File: src/rtl/pipe_hazard_ctrl_pkg.sv
// Shared types and constants for the pipeline hazard/redirect controller.
package pipe_hazard_ctrl_pkg;

    typedef enum logic [1:0] {
        StRun     = 2'd0,
        StMemWait = 2'd1,
        StRedir   = 2'd2,
        StTrap    = 2'd3
    } state_e;

    // Register x0 is hardwired to zero and never a forwarding source.
    localparam logic [4:0] RegX0 = 5'd0;

endpackage

File: src/rtl/hazard_fwd_match.sv
// Register-index match between ID sources and EX/LS destinations; produces the
// ID-stage operand forward selects and the load-use hazard.
module hazard_fwd_match
    import pipe_hazard_ctrl_pkg::*;
(
    input  logic [4:0] id_rs1_addr_i,
    input  logic [4:0] id_rs2_addr_i,
    input  logic       id_rs1_cen_i,
    input  logic       id_rs2_cen_i,
    input  logic       ex_rd_wen_i,
    input  logic [4:0] ex_rd_addr_i,
    input  logic       ex_mem_read_i,
    input  logic       ls_rd_wen_i,
    input  logic [4:0] ls_rd_addr_i,
    output logic       fwd_ex_rs1_o,
    output logic       fwd_ex_rs2_o,
    output logic       fwd_ls_rs1_o,
    output logic       fwd_ls_rs2_o,
    output logic       load_use_o
);

    logic hit_ex_rs1, hit_ex_rs2, hit_ls_rs1, hit_ls_rs2;

    // Match producers to consumers; EX is younger so it wins over LS, and a load
    // in EX has no data yet so it cannot forward (load-use stall instead).
    always_comb begin
        hit_ex_rs1 = ex_rd_wen_i && (ex_rd_addr_i != RegX0) &&
                     (ex_rd_addr_i == id_rs1_addr_i) && id_rs1_cen_i;
        hit_ex_rs2 = ex_rd_wen_i && (ex_rd_addr_i != RegX0) &&
                     (ex_rd_addr_i == id_rs2_addr_i) && id_rs2_cen_i;
        hit_ls_rs1 = ls_rd_wen_i && (ls_rd_addr_i != RegX0) &&
                     (ls_rd_addr_i == id_rs1_addr_i) && id_rs1_cen_i;
        hit_ls_rs2 = ls_rd_wen_i && (ls_rd_addr_i != RegX0) &&
                     (ls_rd_addr_i == id_rs2_addr_i) && id_rs2_cen_i;

        fwd_ex_rs1_o = hit_ex_rs1 & ~ex_mem_read_i;
        fwd_ex_rs2_o = hit_ex_rs2 & ~ex_mem_read_i;
        fwd_ls_rs1_o = hit_ls_rs1 & ~hit_ex_rs1;
        fwd_ls_rs2_o = hit_ls_rs2 & ~hit_ex_rs2;
        load_use_o   = ex_mem_read_i & (hit_ex_rs1 | hit_ex_rs2);
    end

endmodule

File: src/rtl/pipe_hazard_ctrl.sv
// Hazard, forwarding and flush sequencer for the 5-stage core. Drives IF/ID
// stall and ID/EX flush enables, the IFU PC override for ID jumps and traps,
// a stall performance counter and a sticky memory-wait watchdog.
module pipe_hazard_ctrl
    import pipe_hazard_ctrl_pkg::*;
#(
    parameter int unsigned MEM_TIMEOUT = 1024,
    parameter int unsigned CNT_W       = 64
) (
    input  logic             clk,
    input  logic             rst_n,
    input  logic [4:0]       id_rs1_addr_i,
    input  logic [4:0]       id_rs2_addr_i,
    input  logic             id_rs1_cen_i,
    input  logic             id_rs2_cen_i,
    input  logic             id_jump_i,
    input  logic [63:0]      id_jump_pc_i,
    input  logic             ex_rd_wen_i,
    input  logic [4:0]       ex_rd_addr_i,
    input  logic             ex_mem_read_i,
    input  logic             ls_rd_wen_i,
    input  logic [4:0]       ls_rd_addr_i,
    input  logic             ls_mem_read_i,
    input  logic             lsu_busy_i,
    input  logic             ifu_ready_i,
    input  logic             trap_req_i,
    input  logic [63:0]      trap_pc_i,
    output logic             forward_ex_rs1_o,
    output logic             forward_ex_rs2_o,
    output logic             forward_ls_rs1_o,
    output logic             forward_ls_rs2_o,
    output logic             stall_if_o,
    output logic             stall_id_o,
    output logic             flush_id_o,
    output logic             flush_ex_o,
    output logic             redirect_valid_o,
    output logic [63:0]      redirect_pc_o,
    output logic [CNT_W-1:0] stall_cnt_o,
    output logic             mem_timeout_o
);

    localparam int unsigned WAIT_W = (MEM_TIMEOUT > 1) ? $clog2(MEM_TIMEOUT) : 1;
    localparam logic [WAIT_W-1:0] WAIT_LAST = WAIT_W'(MEM_TIMEOUT - 1);

    state_e            state_q, state_d;
    logic              entry_q;
    logic              trap_pend_q, trap_pend_d;
    logic [63:0]       redirect_pc_q, redirect_pc_d;
    logic [CNT_W-1:0]  stall_cnt_q;
    logic [WAIT_W-1:0] wait_cnt_q;
    logic              timeout_q;

    logic fwd_ex_rs1, fwd_ex_rs2, fwd_ls_rs1, fwd_ls_rs2, load_use_raw, load_use;

    // The IDU selects LS rd data vs. memory data itself.
    logic unused_ls_mem_read;
    assign unused_ls_mem_read = ls_mem_read_i;

    hazard_fwd_match u_fwd_match (
        .id_rs1_addr_i (id_rs1_addr_i),
        .id_rs2_addr_i (id_rs2_addr_i),
        .id_rs1_cen_i  (id_rs1_cen_i),
        .id_rs2_cen_i  (id_rs2_cen_i),
        .ex_rd_wen_i   (ex_rd_wen_i),
        .ex_rd_addr_i  (ex_rd_addr_i),
        .ex_mem_read_i (ex_mem_read_i),
        .ls_rd_wen_i   (ls_rd_wen_i),
        .ls_rd_addr_i  (ls_rd_addr_i),
        .fwd_ex_rs1_o  (fwd_ex_rs1),
        .fwd_ex_rs2_o  (fwd_ex_rs2),
        .fwd_ls_rs1_o  (fwd_ls_rs1),
        .fwd_ls_rs2_o  (fwd_ls_rs2),
        .load_use_o    (load_use_raw)
    );

    // Combinational hazard outputs are held low while reset is asserted.
    always_comb begin
        forward_ex_rs1_o = fwd_ex_rs1 & rst_n;
        forward_ex_rs2_o = fwd_ex_rs2 & rst_n;
        forward_ls_rs1_o = fwd_ls_rs1 & rst_n;
        forward_ls_rs2_o = fwd_ls_rs2 & rst_n;
        load_use         = load_use_raw & rst_n;
    end

    // State, entry flag, pending trap and redirect target registers.
    always_ff @(posedge clk or negedge rst_n) begin
        if (!rst_n) begin
            state_q       <= StRun;
            entry_q       <= 1'b0;
            trap_pend_q   <= 1'b0;
            redirect_pc_q <= '0;
        end else begin
            state_q       <= state_d;
            entry_q       <= (state_d != state_q);
            trap_pend_q   <= trap_pend_d;
            redirect_pc_q <= redirect_pc_d;
        end
    end

    // Next state: trap > lsu_busy > load_use > jump. A jump under load-use is
    // dropped because its compare used stale operands; ID re-resolves it.
    always_comb begin
        state_d       = state_q;
        trap_pend_d   = trap_pend_q;
        redirect_pc_d = redirect_pc_q;
        unique case (state_q)
            StRun: begin
                if (trap_req_i) begin
                    state_d       = StTrap;
                    redirect_pc_d = trap_pc_i;
                end else if (lsu_busy_i) begin
                    state_d = StMemWait;
                end else if (!load_use && id_jump_i) begin
                    state_d       = StRedir;
                    redirect_pc_d = id_jump_pc_i;
                end
            end
            StMemWait: begin
                // Trap requests are single-cycle pulses; hold the first one.
                if (trap_req_i && !trap_pend_q) begin
                    trap_pend_d   = 1'b1;
                    redirect_pc_d = trap_pc_i;
                end
                if (!lsu_busy_i) begin
                    state_d     = trap_pend_d ? StTrap : StRun;
                    trap_pend_d = 1'b0;
                end
            end
            StRedir, StTrap: begin
                if (ifu_ready_i) begin
                    state_d = StRun;
                end
            end
            default: state_d = StRun;
        endcase
    end

    // Stall/flush/redirect enables; flushes fire only on the first cycle in a
    // redirect state (entry_q).
    always_comb begin
        stall_if_o       = 1'b0;
        stall_id_o       = 1'b0;
        flush_id_o       = 1'b0;
        flush_ex_o       = 1'b0;
        redirect_valid_o = 1'b0;
        unique case (state_q)
            StRun: begin
                if (!trap_req_i && !lsu_busy_i && load_use) begin
                    stall_if_o = 1'b1;
                    stall_id_o = 1'b1;
                    flush_ex_o = 1'b1;
                end
            end
            StMemWait: begin
                stall_if_o = 1'b1;
                stall_id_o = 1'b1;
            end
            StRedir: begin
                redirect_valid_o = 1'b1;
                flush_id_o       = entry_q;
            end
            StTrap: begin
                redirect_valid_o = 1'b1;
                flush_id_o       = entry_q;
                flush_ex_o       = entry_q;
            end
            default: ;
        endcase
    end

    // Stall performance counter (wraps) and saturating memory-wait watchdog.
    always_ff @(posedge clk or negedge rst_n) begin
        if (!rst_n) begin
            stall_cnt_q <= '0;
            wait_cnt_q  <= '0;
            timeout_q   <= 1'b0;
        end else begin
            stall_cnt_q <= stall_cnt_q + CNT_W'(stall_id_o);
            if (!lsu_busy_i) begin
                wait_cnt_q <= '0;
            end else if (wait_cnt_q != WAIT_LAST) begin
                wait_cnt_q <= wait_cnt_q + WAIT_W'(1);
            end
            if (lsu_busy_i && (wait_cnt_q == WAIT_LAST)) begin
                timeout_q <= 1'b1;
            end
        end
    end

    assign redirect_pc_o = redirect_pc_q;
    assign stall_cnt_o   = stall_cnt_q;
    assign mem_timeout_o = timeout_q;

endmodule

File: config.mk
export PLATFORM = sky130hd
export DESIGN_NAME = pipe_hazard_ctrl
export DESIGN_NICKNAME = d
export VERILOG_FILES = /design/src/rtl/pipe_hazard_ctrl_pkg.sv /design/src/rtl/hazard_fwd_match.sv /design/src/rtl/pipe_hazard_ctrl.sv
export SDC_FILE = /design/constraint.sdc
export NUM_CORES = 1
export LEC_CHECK = 0
export CAP_MARGIN = 25
export CORE_MARGIN = 2
export CORE_UTILIZATION = 47
export CTS_CLUSTER_DIAMETER = 200
export DETAILED_ROUTE_END_ITERATION = 10
export PLACE_DENSITY = 0.89
export SYNTH_ARGS = -nofsm -noshare
export SYNTH_HDL_FRONTEND = slang
export SYNTH_HIERARCHICAL = 1
export SYNTH_SLANG_ARGS = --single-unit
File: constraint.sdc
create_clock -name clk -period 7.6 [get_ports clk]
set_input_delay 1.9 -clock clk [delete_from_list [all_inputs] [get_ports clk]]
set_output_delay 1.9 -clock clk [all_outputs]
set_load 0.02 [all_outputs]
# Word-level counts from Yosys, hierarchy flattened
# Index checks and enable logic that the tools add are counted.
# totals
register_bits,143
input_bits,160
# classes
n_addsub,2
eq_ne,14
n_mux,22
n_bitwise,14
n_reduce_logical,25
# ops
operator,count
$mux W64,4
$pmux W64 S2,1
$add A64 B1 Y64,1
$eq A5 B5 Y1,4
$mux W10,2
$logic_and A1 B1 Y1,15
$mux W2,6
$add A10 B1 Y10 const B,1
$and A1 B1 Y1,10
$eq A10 B10 Y1 const B,1
$ne A10 B10 Y1 const B,1
$reduce_bool A5 Y1,2
$mux W1,6
$ne A3 B3 Y1 const B,2
$pmux W2 S3,1
$eq A2 B2 Y1 const B,2
$logic_not A1 Y1,4
$pmux W1 S2,2
$reduce_and A4 Y1,1
$not A1 Y1,3
$eq A2 B1 Y1 const B,1
$logic_not A2 Y1,1
$ne A2 B1 Y1 const B,1
$ne A2 B2 Y1,1
4 further kinds,4

# Depth between registers and ports, before layout
# logic_depth
ltp_word,14
mapped_depth,14

# Modules after synthesis
# The synthesis kept the hierarchy.
# modules_own_cells
module,n_inst,cells_per_inst,area_per_inst_um2,seq_area_each_um2
pipe_hazard_ctrl,1,651,6761.5,3578.4
hazard_fwd_match,1,38,301.5,0.0

# Worst setup path before layout
# Ideal clock, no wire load.
# synth_path
path_type,input -> output
startpoint,input ex_rd_addr_i[1]
endpoint,output stall_if_o
t_arrival_ps,3267
slack_ps,2433
path_stages,7
path_buffers,1
cell_sequence,xor2_1 > nor4_1 > nand3_1 > a211oi_1 > nand3_1 > nand2b_1 > buf_4
# synth_via
elab_chain_cells,10
word_cells_on_any_way,14
cone_classes,eq/ne: 2; mux: 2; bitwise: 3; reduce/logical: 7
# synth_lines
item,line_no,rtl
start: declaration,pipe_hazard_ctrl.sv:19,"input logic [4:0] ex_rd_addr_i,"
$reduce_bool A5 Y1,"hazard_fwd_match.sv:27, hazard_fwd_match.sv:29",
$logic_and A1 B1 Y1,"hazard_fwd_match.sv:27, hazard_fwd_match.sv:29",
$logic_and A1 B1 Y1 (on tied branches),"hazard_fwd_match.sv:27, hazard_fwd_match.sv:29",
$logic_and A1 B1 Y1 (on tied branches),"hazard_fwd_match.sv:28, hazard_fwd_match.sv:30",
$or A1 B1 Y1 *,hazard_fwd_match.sv:40,load_use_o = ex_mem_read_i & (hit_ex_rs1 | hit_ex_rs2);
$and A1 B1 Y1 *,hazard_fwd_match.sv:40,
net load_use_raw,pipe_hazard_ctrl.sv:53,"logic fwd_ex_rs1, fwd_ex_rs2, fwd_ls_rs1, fwd_ls_rs2, load_use_raw, load_use;"
$and A1 B1 Y1 *,pipe_hazard_ctrl.sv:82,load_use = load_use_raw & rst_n;
$logic_and A1 B1 Y1 *,pipe_hazard_ctrl.sv:148,if (!trap_req_i && !lsu_busy_i && load_use) begin
$mux W1 *,n/a,
$pmux W1 S2 *,n/a,
end: declaration,pipe_hazard_ctrl.sv:32,"output logic stall_if_o,"
# Mark *: on every way through the listed nets, which the timed path passes. The rest lies on a longest branch.

# Final worst setup path
# layout_path
startpoint,input ex_rd_addr_i[1]
endpoint,output stall_id_o
# layout_via
elab_chain_cells,10
word_cells_on_any_way,14
cone_classes,eq/ne: 2; mux: 2; bitwise: 3; reduce/logical: 7
# layout_lines
item,line_no,rtl
$reduce_bool A5 Y1,"hazard_fwd_match.sv:27, hazard_fwd_match.sv:29",
$logic_and A1 B1 Y1,"hazard_fwd_match.sv:27, hazard_fwd_match.sv:29",
$logic_and A1 B1 Y1 (on tied branches),"hazard_fwd_match.sv:27, hazard_fwd_match.sv:29",
$logic_and A1 B1 Y1 (on tied branches),"hazard_fwd_match.sv:28, hazard_fwd_match.sv:30",
$or A1 B1 Y1 *,hazard_fwd_match.sv:40,
$and A1 B1 Y1 *,hazard_fwd_match.sv:40,
net load_use_raw,pipe_hazard_ctrl.sv:53,
$and A1 B1 Y1 *,pipe_hazard_ctrl.sv:82,
$logic_and A1 B1 Y1 *,pipe_hazard_ctrl.sv:148,
$mux W1 *,pipe_hazard_ctrl.sv:148,
$pmux W1 S2 *,pipe_hazard_ctrl.sv:146,unique case (state_q)
end: declaration,pipe_hazard_ctrl.sv:33,"output logic stall_id_o,"
# Marked as above.

==> qor.log <==
[global_route] wire length of the first global-routing pass 33490 microns
[drt] overall routed net length 21800 microns
[worst_setup_path] Arr. time, crit path 4440 ps
[synth] top-area cell type share of the netlist area 50.66%
[placement] weighted congestion at the end of routability-driven global placement 0.9343
[pwr] P per Cell Area 312.1 nW/um^2
[drt] DR pass1 iterations 5
[cells_and_area] growth of design area from synthesis to finish 53.30%
[floorplan] I/O pin count 298
[synth] synth unique cells 48
[synth] cell taking the most area after synthesis dfrtp_1
[worst_setup_path] Worst Path Class, Setup input pin to primary output
[synth] top cells by instance count after synthesis dfrtp_1 (143), nor2_1 (102), a21oi_1 (72), mux2i_1 (65), xor2_1 (48)
[global_route] global routing usage summed across all routing layers 26.88%
[timing] worst clock skew 7.074 ps
[cts] insertion delay of the later-clocked pin in the worst-skew pair 410 ps
[pwr] switching portion of total power 36.66%
[synth] mean instance size in the synthesized netlist 10.25 sq um
[pwr] leakage dissipation 4.618 nW
[timing] period utilisation layout 83.40%
[synth] Synth Flop Type dfrtp_1
[worst_setup_path] critical path endpoint category primary output
[floorplan] starting density of the core 48.41%
[pwr] worst IR drop on VDD 0.0002374 V
[global_route] pin count of the biggest net entering global routing 112
[worst_setup_path] critical path fanouts, max 3
[pwr] Pint 0.002140 W
[timing] unrepaired setup endpoints after global routing no
[timing] Hold Vio Cnt, Final 0
[cts] CTS Sinks 143
[cts] TritonCTS Buffers 17
[cells_and_area] number of cells in the finished layout apart from fillers 1185
[timing] transition at the pin with the smallest max-transition slack 790.1 ps
[synth] total number of yosys warnings 6
[pwr] Flop pwr share 32.6%
[drt] per-cell via count in the routed design 5.344
[worst_setup_path] critical path startpoint category input pin
[floorplan] die span in y 126.6 microns
[cells_and_area] core utilization of the finished layout 74.22%
[cells_and_area] fill cell instance count of the final layout 975
[hold_path] Hold Crit Class register to register
[cts] H-tree levels 4
[synth] number of synthesized flops with an enable pin 0
[timing] setup TNS 0 ps
[timing] maximum clock frequency 157.8 MHz
[synth] asr flop ratio synth 100.0%
[job] number of maximum-capacitance violations 0
[cts] post-CTS setup buffer count 0
[cts] CTS clk-pin slew, worst paths 50 ps
[global_route] initial antenna violation count 7
[floorplan] Die ar. 16020 sq um
[placement] IO buf count 296
[cells_and_area] share of cells above drive strength 1 5.427%
[drt] DRC violation count after routing 0
[placement] Cell Count Post-Placement 1146
[cells_and_area] Net count, final 1149
[pwr] Comb power frac 43.0%
[cts] clock root buffer clkbuf_16
[floorplan] placeable core region 14590 sq um
[cells_and_area] Post-Layout Inst Area 10830 sq um
[timing] Final min period 6339 ps
[global_route] number of global-route vias before repair 6166
[synth] count of mapped cells out of synthesis 689
[drt] number of nets with antenna violations after routing 0
[worst_setup_path] R2R cell count 12
[drt] total vias in the final route 6333
[timing] number of pins with negative max-slew slack in the final report 0
[pwr] net switching component of the power 0.001239 W
[timing] number of failing setup endpoints in the final timing report 0
[timing] Slew HR 47.33%
[cts] number of instances resized during post-cts repair 0
[synth] Post-Syn Nets 856
[placement] hpwl dp 16040 microns
[status] result of the run finished clean
[worst_setup_path] required time at the worst-slack endpoint 5700 ps
[drt] number of violations reported at the end of detailed-routing iteration 0 327
[pwr] proportion of power drawn by the clock network 24.4%
[placement] area of placed instances 10200 sq um
[hold_path] cell count of the worst hold path 1
[cts] Post-CTS Hold Fix Bufs 0
[synth] post-synthesis cell area 7063 sq um
[cts] TritonCTS clock tree yes
[global_route] overflow left after global routing 0
[synth] number of register bits inferred by synthesis 143
[synth] sequential area share after synthesis 50.66%
[floorplan] die width 126.6 microns
[synth] count leader, synth dfrtp_1
[cts] number of buffers on the longest clock path 2
[drt] detail-routed net length per standard cell 18.40 microns
[floorplan] number of standard-cell rows in the floorplan 44
[synth] largest cells by area after synthesis dfrtp_1 (51%), mux2i_1 (9.2%), xor2_1 (6.0%), nor2_1 (5.4%), a21oi_1 (5.1%)
## power by group through the flow
stage | Clock, W | Sequential (W) | Combinational, W
final | 0.000826 | 0.00110 | 0.00145
after global routing | 0.000874 | 0.00112 | 0.00156
after CTS | 0.000840 | 0.00110 | 0.00146
after detailed placement | 0 | 0.00111 | 0.00144
after global placement | 0 | 0.00109 | 0.00139
after floorplan | 0 | 0.00132 | 0.000559
## critical path: stages
cell and delay, ps:
clkdlybuf4s50_1 490, xor2_1 200, nor4_1 330, nand3_1 180
a211oi_1 330, nand3_1 150, nand2b_1 210, clkdlybuf4s50_1 640
## registers in the layout (all words and copies together), names as in the netlist
register and count:
stall_cnt_o 64, state_q 2, trap_pend_q 1, entry_q 1
mem_timeout_o 1, wait_cnt_q 10, redirect_pc_o 64
## routing by layer
layer  vias to the layer above  GRT usage [%]  routed length (microns)
li1                       3011              -                        -
met1                      3033          31.63                     8236
met2                       228          45.08                    11130
met3                        59          7.001                     1493
met4                         2          14.54                      925
met5                         -              0                       12
## placed cells by master (no fill, tap or decap), types with 2 or more instances in the layout
cell type | netlist | routed
clkinv_2 | 0 | 2
and4_1 | 3 | 3
nor2_1 | 102 | 102
nor3_2 | 2 | 2
xnor2_1 | 38 | 38
nand3_1 | 31 | 31
nand4_1 | 18 | 18
diode_2 | 0 | 6
a211oi_1 | 4 | 4
o21ai_0 | 7 | 7
nand3_2 | 2 | 2
a21oi_1 | 72 | 72
dfrtp_1 | 143 | 143
nor2b_1 | 3 | 3
bufinv_16 | 0 | 2
clkinvlp_4 | 0 | 3
buf_4 | 2 | 4
and2_1 | 7 | 7
nor4_1 | 9 | 9
clkbuf_16 | 0 | 17
nand2_1 | 27 | 27
xor2_1 | 48 | 48
nand4_2 | 3 | 3
inv_1 | 14 | 14
a31oi_1 | 4 | 4
nor3_1 | 23 | 23
o2111a_1 | 2 | 2
clkbuf_8 | 0 | 2
clkinv_4 | 0 | 4
mux2i_1 | 65 | 65
and3_1 | 6 | 6
ha_1 | 7 | 7
clkdlybuf4s50_1 | 0 | 295
## worst paths after layout
kind / from / end / slack, ps
max: ex_rd_addr_i[1] / stall_id_o / 1260
min: stall_cnt_o[63] / stall_cnt_o[63] / 470
max reg2reg: state_q[0] / stall_cnt_o[51] / 3960
min reg2reg: stall_cnt_o[63] / stall_cnt_o[63] / 470
max in group asynchronous: rst_n / redirect_pc_o[52] / 5050
min in group asynchronous: rst_n / stall_cnt_o[57] / 1400
## per-stage QoR
step                hold WS [ps]  power [W]  setup WS (ps)
floorplan                  457.3   0.001883           2433
global placement           460.2   0.002484           1327
detailed placement         465.1   0.002551           1304
CTS                        482.6   0.003397           1299
global route               494.4   0.003552           1089
finish                     473.2   0.003379           1261
## final cells by class
type | instances | area, sq um | area share (%)
well taps | 184 | 230.2 | 2.126
flip-flops and latches | 143 | 3578 | 33.05
diodes | 6 | 15.01 | 0.1387
inverters | 14 | 52.55 | 0.4853
clock buffers | 20 | 456.7 | 4.218
clock inverters | 12 | 136.4 | 1.260
repair buffers | 302 | 3042 | 28.09
multi-input cells | 504 | 3317 | 30.63
## kinds of logic after synthesis
family / share of synthesized area [%]
and+or+nand+nor: 17.52
AOI/OAI and AO/OA: 7.830
xor gates and xnor gates: 10.66
muxes: 9.371
buffers and inverters: 2.710
DFF: 50.66
adders and majority gates: 1.240
Power figures use the tool's default switching activity.
